==> src/rtl/sys_ctrl_pkg.sv <==
// rtl/sys_ctrl_pkg.sv - shared constants and types for the system-control register block
//
// Purpose: IOC register addresses, the soft-reset key, the reset-length
// default, the pulse FSM state type and a length-clamp helper.
// Ports: none (package).

package sys_ctrl_pkg;

  localparam logic [4:0] IOC_MODULE_VERSION = 5'h00;
  localparam logic [4:0] IOC_SYSTEM_VERSION = 5'h01;
  localparam logic [4:0] IOC_MANU_ID        = 5'h02;
  localparam logic [4:0] IOC_ERR_STATE      = 5'h03;
  localparam logic [4:0] IOC_SOFT_RESET     = 5'h04;
  localparam logic [4:0] IOC_RESET_LEN      = 5'h05;
  localparam logic [4:0] IOC_ERR_MASK       = 5'h06;
  localparam logic [4:0] IOC_SCRATCH        = 5'h07;

  localparam logic [7:0] SOFT_RESET_KEY    = 8'hA5;
  localparam logic [7:0] RESET_LEN_DEFAULT = 8'd16;

  typedef enum logic {
    ST_IDLE  = 1'b0,
    ST_PULSE = 1'b1
  } pulse_state_e;

  // A programmed length of zero still produces a one-cycle pulse.
  function automatic logic [7:0] clamp_len(input logic [7:0] len);
    return (len == 8'd0) ? 8'd1 : len;
  endfunction

endpackage

==> src/rtl/sys_ctrl_regs_if.sv <==
// rtl/sys_ctrl_regs_if.sv - IOC register bus interface
//
// Purpose: groups the IOC register-bus signals of the system-control block.
// Signals:
//   ioc       [4:0]  register address
//   data_in   [7:0]  write data
//   data_out  [7:0]  registered read data
//   cs               block select
//   fetch_cmd        read strobe, qualified by cs
//   load_cmd         write strobe, qualified by cs
// Modports: master drives the request, slave returns data_out.

interface sys_ctrl_regs_if;
  logic [4:0] ioc;
  logic [7:0] data_in;
  logic [7:0] data_out;
  logic       cs;
  logic       fetch_cmd;
  logic       load_cmd;

  modport master (
    output ioc, data_in, cs, fetch_cmd, load_cmd,
    input  data_out
  );

  modport slave (
    input  ioc, data_in, cs, fetch_cmd, load_cmd,
    output data_out
  );
endinterface

==> src/rtl/reset_pulse_gen.sv <==
// rtl/reset_pulse_gen.sv - keyed, programmable-length soft-reset pulse generator
//
// Purpose: two-state FSM (IDLE/PULSE) with an 8-bit down-counter. Reset
// enters PULSE with the POR length; a load strobe in IDLE starts a pulse of
// max(i_len, 1) cycles. Loads during PULSE are ignored.
// Ports:
//   i_sys_clk  clock
//   i_rst      asynchronous active-high reset
//   i_load     start request (already key-qualified by the caller)
//   i_len      [7:0] requested pulse length
//   o_pulse    high while in PULSE
//   o_busy     same as o_pulse
// Parameter: POR_LEN pulse length after reset release (1..255).

module reset_pulse_gen
  import sys_ctrl_pkg::*;
#(
  parameter int POR_LEN = 15
) (
  input  logic       i_sys_clk,
  input  logic       i_rst,
  input  logic       i_load,
  input  logic [7:0] i_len,
  output logic       o_pulse,
  output logic       o_busy
);

  pulse_state_e state, state_next;
  logic [7:0]   count, count_next;

  always_ff @(posedge i_sys_clk or posedge i_rst) begin
    if (i_rst) begin
      state <= ST_PULSE;
      count <= 8'(POR_LEN);
    end else begin
      state <= state_next;
      count <= count_next;
    end
  end

  always_comb begin
    state_next = state;
    count_next = count;
    case (state)
      ST_IDLE: begin
        if (i_load) begin
          state_next = ST_PULSE;
          count_next = clamp_len(i_len);
        end
      end
      ST_PULSE: begin
        // The edge that sees count==1 is the last high cycle; <=1 also
        // guards against a zero count never terminating.
        if (count <= 8'd1) begin
          state_next = ST_IDLE;
          count_next = 8'd0;
        end else begin
          count_next = count - 8'd1;
        end
      end
      default: begin
        state_next = ST_IDLE;
        count_next = 8'd0;
      end
    endcase
  end

  // state is a flop, so these outputs are registered.
  assign o_pulse = (state == ST_PULSE);
  assign o_busy  = (state == ST_PULSE);

endmodule

==> src/rtl/sys_ctrl_regs.sv <==
// rtl/sys_ctrl_regs.sv - system-control register block on the IOC bus
//
// Purpose: RO identification registers, sticky W1C error capture with a
// maskable interrupt, a scratch register and a keyed soft-reset generator
// that also produces the power-on soft reset.
// Ports:
//   i_sys_clk     clock
//   i_rst         asynchronous active-high reset
//   bus           IOC register bus (slave side)
//   i_err         [N_ERR-1:0] error sources, sampled every cycle
//   o_err_irq     registered |(err_state & err_mask)
//   o_soft_reset  active-high soft reset to the rest of the FPGA
// Register map: 00/01/02 ids, 03 err_state (W1C), 04 soft_reset
// (write A5 / read busy), 05 reset_len, 06 err_mask, 07 scratch.

module sys_ctrl_regs
  import sys_ctrl_pkg::*;
#(
  parameter logic [7:0] MODULE_VERSION = 8'h02,
  parameter logic [7:0] SYSTEM_VERSION = 8'h01,
  parameter logic [7:0] MANU_ID        = 8'h01,
  parameter int         N_ERR          = 8,
  parameter int         POR_PULSE      = 15
) (
  input  logic             i_sys_clk,
  input  logic             i_rst,
  sys_ctrl_regs_if.slave   bus,
  input  logic [N_ERR-1:0] i_err,
  output logic             o_err_irq,
  output logic             o_soft_reset
);

  logic [N_ERR-1:0] err_state;
  logic [N_ERR-1:0] err_mask;
  logic [N_ERR-1:0] err_w1c;
  logic [7:0]       err_state_ext;
  logic [7:0]       err_mask_ext;
  logic [7:0]       reset_len;
  logic [7:0]       scratch;
  logic [7:0]       rd_data;
  logic             rd_en;
  logic             wr_en;
  logic             key_load;
  logic             busy;

  // A simultaneous fetch and load is treated as a read only.
  assign rd_en = bus.cs & bus.fetch_cmd;
  assign wr_en = bus.cs & bus.load_cmd & ~bus.fetch_cmd;

  assign key_load = wr_en && (bus.ioc == IOC_SOFT_RESET) && (bus.data_in == SOFT_RESET_KEY);

  // Zero-extend the N_ERR-wide registers to the 8-bit bus.
  always_comb begin
    err_state_ext = 8'h00;
    err_mask_ext  = 8'h00;
    err_state_ext[N_ERR-1:0] = err_state;
    err_mask_ext[N_ERR-1:0]  = err_mask;
  end

  always_comb begin
    err_w1c = '0;
    if (wr_en && (bus.ioc == IOC_ERR_STATE))
      err_w1c = bus.data_in[N_ERR-1:0];
  end

  always_comb begin
    rd_data = 8'h00;
    case (bus.ioc)
      IOC_MODULE_VERSION: rd_data = MODULE_VERSION;
      IOC_SYSTEM_VERSION: rd_data = SYSTEM_VERSION;
      IOC_MANU_ID:        rd_data = MANU_ID;
      IOC_ERR_STATE:      rd_data = err_state_ext;
      IOC_SOFT_RESET:     rd_data = {7'b0, busy};
      IOC_RESET_LEN:      rd_data = reset_len;
      IOC_ERR_MASK:       rd_data = err_mask_ext;
      IOC_SCRATCH:        rd_data = scratch;
      default:            rd_data = 8'h00;
    endcase
  end

  always_ff @(posedge i_sys_clk or posedge i_rst) begin
    if (i_rst) begin
      bus.data_out <= 8'h00;
      err_state    <= '0;
      err_mask     <= '0;
      reset_len    <= RESET_LEN_DEFAULT;
      scratch      <= 8'h00;
      o_err_irq    <= 1'b0;
    end else begin
      if (rd_en)
        bus.data_out <= rd_data;

      if (wr_en) begin
        case (bus.ioc)
          IOC_RESET_LEN: reset_len <= bus.data_in;
          IOC_ERR_MASK:  err_mask  <= bus.data_in[N_ERR-1:0];
          IOC_SCRATCH:   scratch   <= bus.data_in;
          default: ;
        endcase
      end

      // Set is ORed after the clear so a coincident set wins.
      err_state <= (err_state & ~err_w1c) | i_err;
      o_err_irq <= |(err_state & err_mask);
    end
  end

  reset_pulse_gen #(
    .POR_LEN (POR_PULSE)
  ) u_pulse_gen (
    .i_sys_clk (i_sys_clk),
    .i_rst     (i_rst),
    .i_load    (key_load),
    .i_len     (reset_len),
    .o_pulse   (o_soft_reset),
    .o_busy    (busy)
  );

endmodule

==> src/flat_wrapper.sv <==
// flat-port wrapper written by rule: the top's interface ports become plain ports
module sys_ctrl_regs_flat import sys_ctrl_pkg::*;
#(
  parameter logic [7:0] MODULE_VERSION = 8'h02,
  parameter logic [7:0] SYSTEM_VERSION = 8'h01,
  parameter logic [7:0] MANU_ID        = 8'h01,
  parameter int         N_ERR          = 8,
  parameter int         POR_PULSE      = 15
)
  (i_sys_clk, i_rst, i_err, o_err_irq, o_soft_reset, bus_ioc, bus_data_in, bus_cs, bus_fetch_cmd, bus_load_cmd, bus_data_out);
  sys_ctrl_regs_if bus_i ();
  input  logic i_sys_clk;
  input  logic i_rst;
  input  logic [N_ERR-1:0] i_err;
  output logic o_err_irq;
  output logic o_soft_reset;
  input wire logic [$bits(bus_i.ioc)-1:0] bus_ioc;
  input wire logic [$bits(bus_i.data_in)-1:0] bus_data_in;
  input wire logic [$bits(bus_i.cs)-1:0] bus_cs;
  input wire logic [$bits(bus_i.fetch_cmd)-1:0] bus_fetch_cmd;
  input wire logic [$bits(bus_i.load_cmd)-1:0] bus_load_cmd;
  output wire logic [$bits(bus_i.data_out)-1:0] bus_data_out;
  assign bus_i.ioc = bus_ioc;
  assign bus_i.data_in = bus_data_in;
  assign bus_i.cs = bus_cs;
  assign bus_i.fetch_cmd = bus_fetch_cmd;
  assign bus_i.load_cmd = bus_load_cmd;
  assign bus_data_out = bus_i.data_out;
  sys_ctrl_regs #(.MODULE_VERSION(MODULE_VERSION), .SYSTEM_VERSION(SYSTEM_VERSION), .MANU_ID(MANU_ID), .N_ERR(N_ERR), .POR_PULSE(POR_PULSE)) u_core (.i_sys_clk(i_sys_clk), .i_rst(i_rst), .bus(bus_i), .i_err(i_err), .o_err_irq(o_err_irq), .o_soft_reset(o_soft_reset));
endmodule
==> config.mk <==
export PLATFORM = sky130hd
export DESIGN_NAME = sys_ctrl_regs_flat
export DESIGN_NICKNAME = d
export VERILOG_FILES = /design/src/rtl/sys_ctrl_pkg.sv /design/src/rtl/sys_ctrl_regs_if.sv /design/src/rtl/reset_pulse_gen.sv /design/src/rtl/sys_ctrl_regs.sv /design/src/flat_wrapper.sv
export SDC_FILE = /design/constraint.sdc
export NUM_CORES = 1
export LEC_CHECK = 0
export CORE_MARGIN = 2
export CORE_UTILIZATION = 35
export DETAILED_ROUTE_END_ITERATION = 16
export GPL_TIMING_DRIVEN = 0
export SLEW_MARGIN = 25
export SYNTH_ARGS = -nofsm -noshare
export SYNTH_HDL_FRONTEND = slang
export SYNTH_HIERARCHICAL = 1
export SYNTH_SLANG_ARGS = --single-unit
==> constraint.sdc <==
create_clock -name i_sys_clk -period 2.06 [get_ports i_sys_clk]
set_input_delay 0.618 -clock i_sys_clk [delete_from_list [all_inputs] [get_ports i_sys_clk]]
set_output_delay 0.618 -clock i_sys_clk [all_outputs]
set_load 0.03 [all_outputs]
==> implementation parameters <==
Parameter                              Value

Status
  Result of the run    finished clean

CTS
  Clk Latency, worst-skew pair    approximately 300 ps
  CTS tree    yes
  Worst-case clock buffer depth    2
  Clock net sink count    50
  TritonCTS Buffers    5
  Clock-pin transition on the worst setup and hold timing paths    100 ps
  Depth of the CTS H-tree    2
  Clock root cell    clkbuf_8
  Post-CTS Hold Buffers    0

Job
  Number of maximum-capacitance violations    0

Placed design
  Count of buffers inserted at the top-level ports    33
  Global placement routability congestion    0.796
  Standard cell area after detailed placement    3040 sq um
  Post-detail-place hpwl    4.50 mm

Detailed routing
  Per-cell routed wire length    16.1 um
  Final ANT Viol Nets    0
  Number of vias in the routed layout    1956
  Number of vias per cell    5.20
  Final WL    6.06 mm
  Count of TritonRoute iterations in the first routing pass    4
  First-iteration detailed-routing DRC count    133
  Total DRC errors in the routed layout    0

Global routing
  Antenna violations before repair    0
  Global-route wire length before repair    9.75 mm
  Largest net degree at the start of global routing    26
  Global-route congestion overflow total    0
  Total routing usage reported by global routing    roughly 16%
  Via count of the first global-routing pass    1891

Setup path
  CP Cell Sequence    dlygate4sd2_1 > nor4b_4 > nand4_1 > nor3_2 > buf_4 > nor2_1 > a222oi_1 > o31ai_1
  Cell type of the slowest stage on the worst timing path    dlygate4sd2_1
  Cell family with most CP delay    simple AND/OR/NAND/NOR gates
  Largest incremental delay on the critical path    320 ps
  CP endpoint kind    flop
  Buffering stage count on the worst path with inverters included    2
  Start-to-end type of the worst setup path    input pin to flop
  Crit path max fanout    5
  Startpoint class of the critical path    input pin
  Required time worst endpoint    2240 ps
  WP data arrival    roughly 2200 ps

Yosys
  Async set-reset flop share out of synthesis    100%
  Synthesized netlist cell count    227
  Post-synthesis instance area    2540 sq um
  Count of yosys warnings during synthesis    6
  Seq/Total Area, Yosys    49.5%
  FF+latch count, synth    50
  Count of unique library cells instantiated by Yosys    48
  Ys flop type    dfrtp_1
  Number of flops mapped to enable cells by yosys    0
  Number of nets in the synthesized netlist    between 200 and 300
  Syn Area/Cell    11.2 sq um

Layout
  Share of layout cells above drive strength 1    27.8%
  Layout Cell Area excl Fill    3310 sq um
  Net total in the final layout    304
  Most used cells in the layout excluding fill and tap cells    dfrtp_1, mux2_2, clkdlybuf4s50_1, nand2_1
  Signed area change from the synthesized netlist to the final layout    30.3%
  Layout filler cell count    686
  Leading cell type in the layout, fill and taps excluded    dfrtp_1
  Number of antenna repair diodes    0

Pwr
  Net switching fraction of the power    23.8%
  Cell internal power dissipation    1730 uW
  Power density of the placed cells    686 nW/um^2
  Static power due to leakage    0.00140 uW
  Net Switching    around 540 uW
  Clk pwr share    36.9%
  Total power    2270 uW
  Fraction of power consumed by sequential logic    48.1%
  Combinational fraction of design power    about 15%
  Max IR drop VDD    around 0.35 mV

STA
  Final hold violation count    0
  Worst clock skew on the final layout    12.3 ps
  Worst hold slack across all endpoints    498 ps
  Setup violations, final    0
  Post-route fraction of the period consumed by the critical path    between 90% and 100%
  Relative slew slack    61.9%
  Unrepaired setup endpoints after global routing    true
  Achievable frequency    487 MHz
  Min Clock Period, post-route    2050 ps
  Number of slew-limit violations in the final report    0
  Slew at the pin closest to its max-slew limit    571 ps

Floorplanning
  Initial core utilization    35.6%
  Die height    slightly below 90 um
  Rows    31
  I/O Pins    36
  Horizontal die dimension    89.3 um
  Die Area    7970 sq um
  Core Footprint    7140 sq um

Worst hold path
  Class of the most critical hold timing path    flop to flop
==> per-layer routing <==
layer	global-route usage [%]	share of wire (%)	vias up
met1	24.6	50	968
li1	-	-	939
met5	0	0	-
met4	4.34	0.48	0
met2	23.4	46	47
met3	2.77	3.5	2
==> Yosys cell counts (6+ instances only) <==
master	instances	area, sq um
dfrtp_1	44	1100
mux2_2	31	349
nand2_1	19	71.3
nor2_1	12	45.0
a21oi_1	10	50.1
a22oi_1	9	67.6
a21o_1	8	60.1
inv_1	8	30.0
o22ai_1	7	43.8
dfstp_2	6	158
nor2b_1	6	37.5
==> final cells by class <==
cell class | count | area, sq um | share of cell area [%]
clock inverters | 2 | 60.1 | 1.81
repair buffers | 42 | 438 | 13.2
plain buffers | 10 | 60.1 | 1.81
clock buffers | 6 | 82.6 | 2.49
inverters | 8 | 30.0 | 0.906
flip-flops and latches | 50 | 1260 | 38.0
multi-input cells | 159 | 1260 | 38.0
well taps | 99 | 124 | 3.74
==> worst paths after layout <==
kind	start	endpoint	slack, ps	cells past startpoint
hold / removal	u_core/bus.data_out[7]$_DFFE_PP0P_	u_core/bus.data_out[7]$_DFFE_PP0P_	500	2
hold reg to reg	u_core/bus.data_out[7]$_DFFE_PP0P_	u_core/bus.data_out[7]$_DFFE_PP0P_	500	2
max in group asynchronous	i_rst	u_core/reset_len[4]$_DFFE_PP1P_	770	3
min in group asynchronous	i_rst	u_core/u_pulse_gen/count[4]$_DFFE_PP0P_	620	2
setup reg to reg	u_core/u_pulse_gen/count[0]$_DFFE_PP1P_	u_core/u_pulse_gen/count[2]$_DFFE_PP1P_	290	5
setup / recovery	bus_data_in[4]	u_core/u_pulse_gen/count[4]$_DFFE_PP0P_	7	8
==> logic make-up after synthesis <==
group | Yosys count | synth area share [%]
compound gates | 53 | 15.2
xor+xnor | 1 | 0.344
fa+ha+maj | 2 | 0.984
buf+inv | 18 | 3.00
flops | 50 | 49.5
mux | 34 | 14.9
simple gates | 69 | 16.0
==> power by group through the flow <==
stage / clock (uW) / combinational, uW / sequential [uW]
floorplan: 0 / 146 / 1140
global placement: 0 / 323 / 1110
detailed placement: 0 / 331 / 1110
CTS: 862 / 337 / 1090
global route: 905 / 372 / 1100
finish: 839 / 341 / 1090
==> sequential cells by signal, summed over array words and instances (netlist names) <==
name	count
u_core/o_err_irq	1
u_core/u_pulse_gen/o_busy	1
u_core/scratch	8
u_core/err_state	8
u_core/reset_len	8
u_core/u_pulse_gen/count	8
u_core/err_mask	8
u_core/bus.data_out	8
==> repair_timing <==
| action | CTS | global route |
|---|---|---|
| pin swaps | 2 | 5 |
| setup endpoints to repair | 41 | 29 |
| cloned | 0 | 0 |
| gates resized for setup | 10 | 15 |
| setup buffers | 3 | 5 |
==> per-stage QoR <==
step	TNS (ps)	cells	setup slack, ps	util [%]
global route	-61.7	376	-61.7	46.4
global placement	-36970	359	-534	42.2
detailed placement	-18700	360	-537	42.6
floorplan	0	227	2.31	-
CTS	-196	371	-61.0	45.2
finish	0	376	7.14	46.4
==> worst reg2reg max path, stage by stage (launching register included) <==
cell      delay [ps]
dfstp_2          590
inv_1             60
ha_1             230
nor2_1           300
o41ai_4          170
o311ai_0         330
Power figures use the tool's default switching activity.
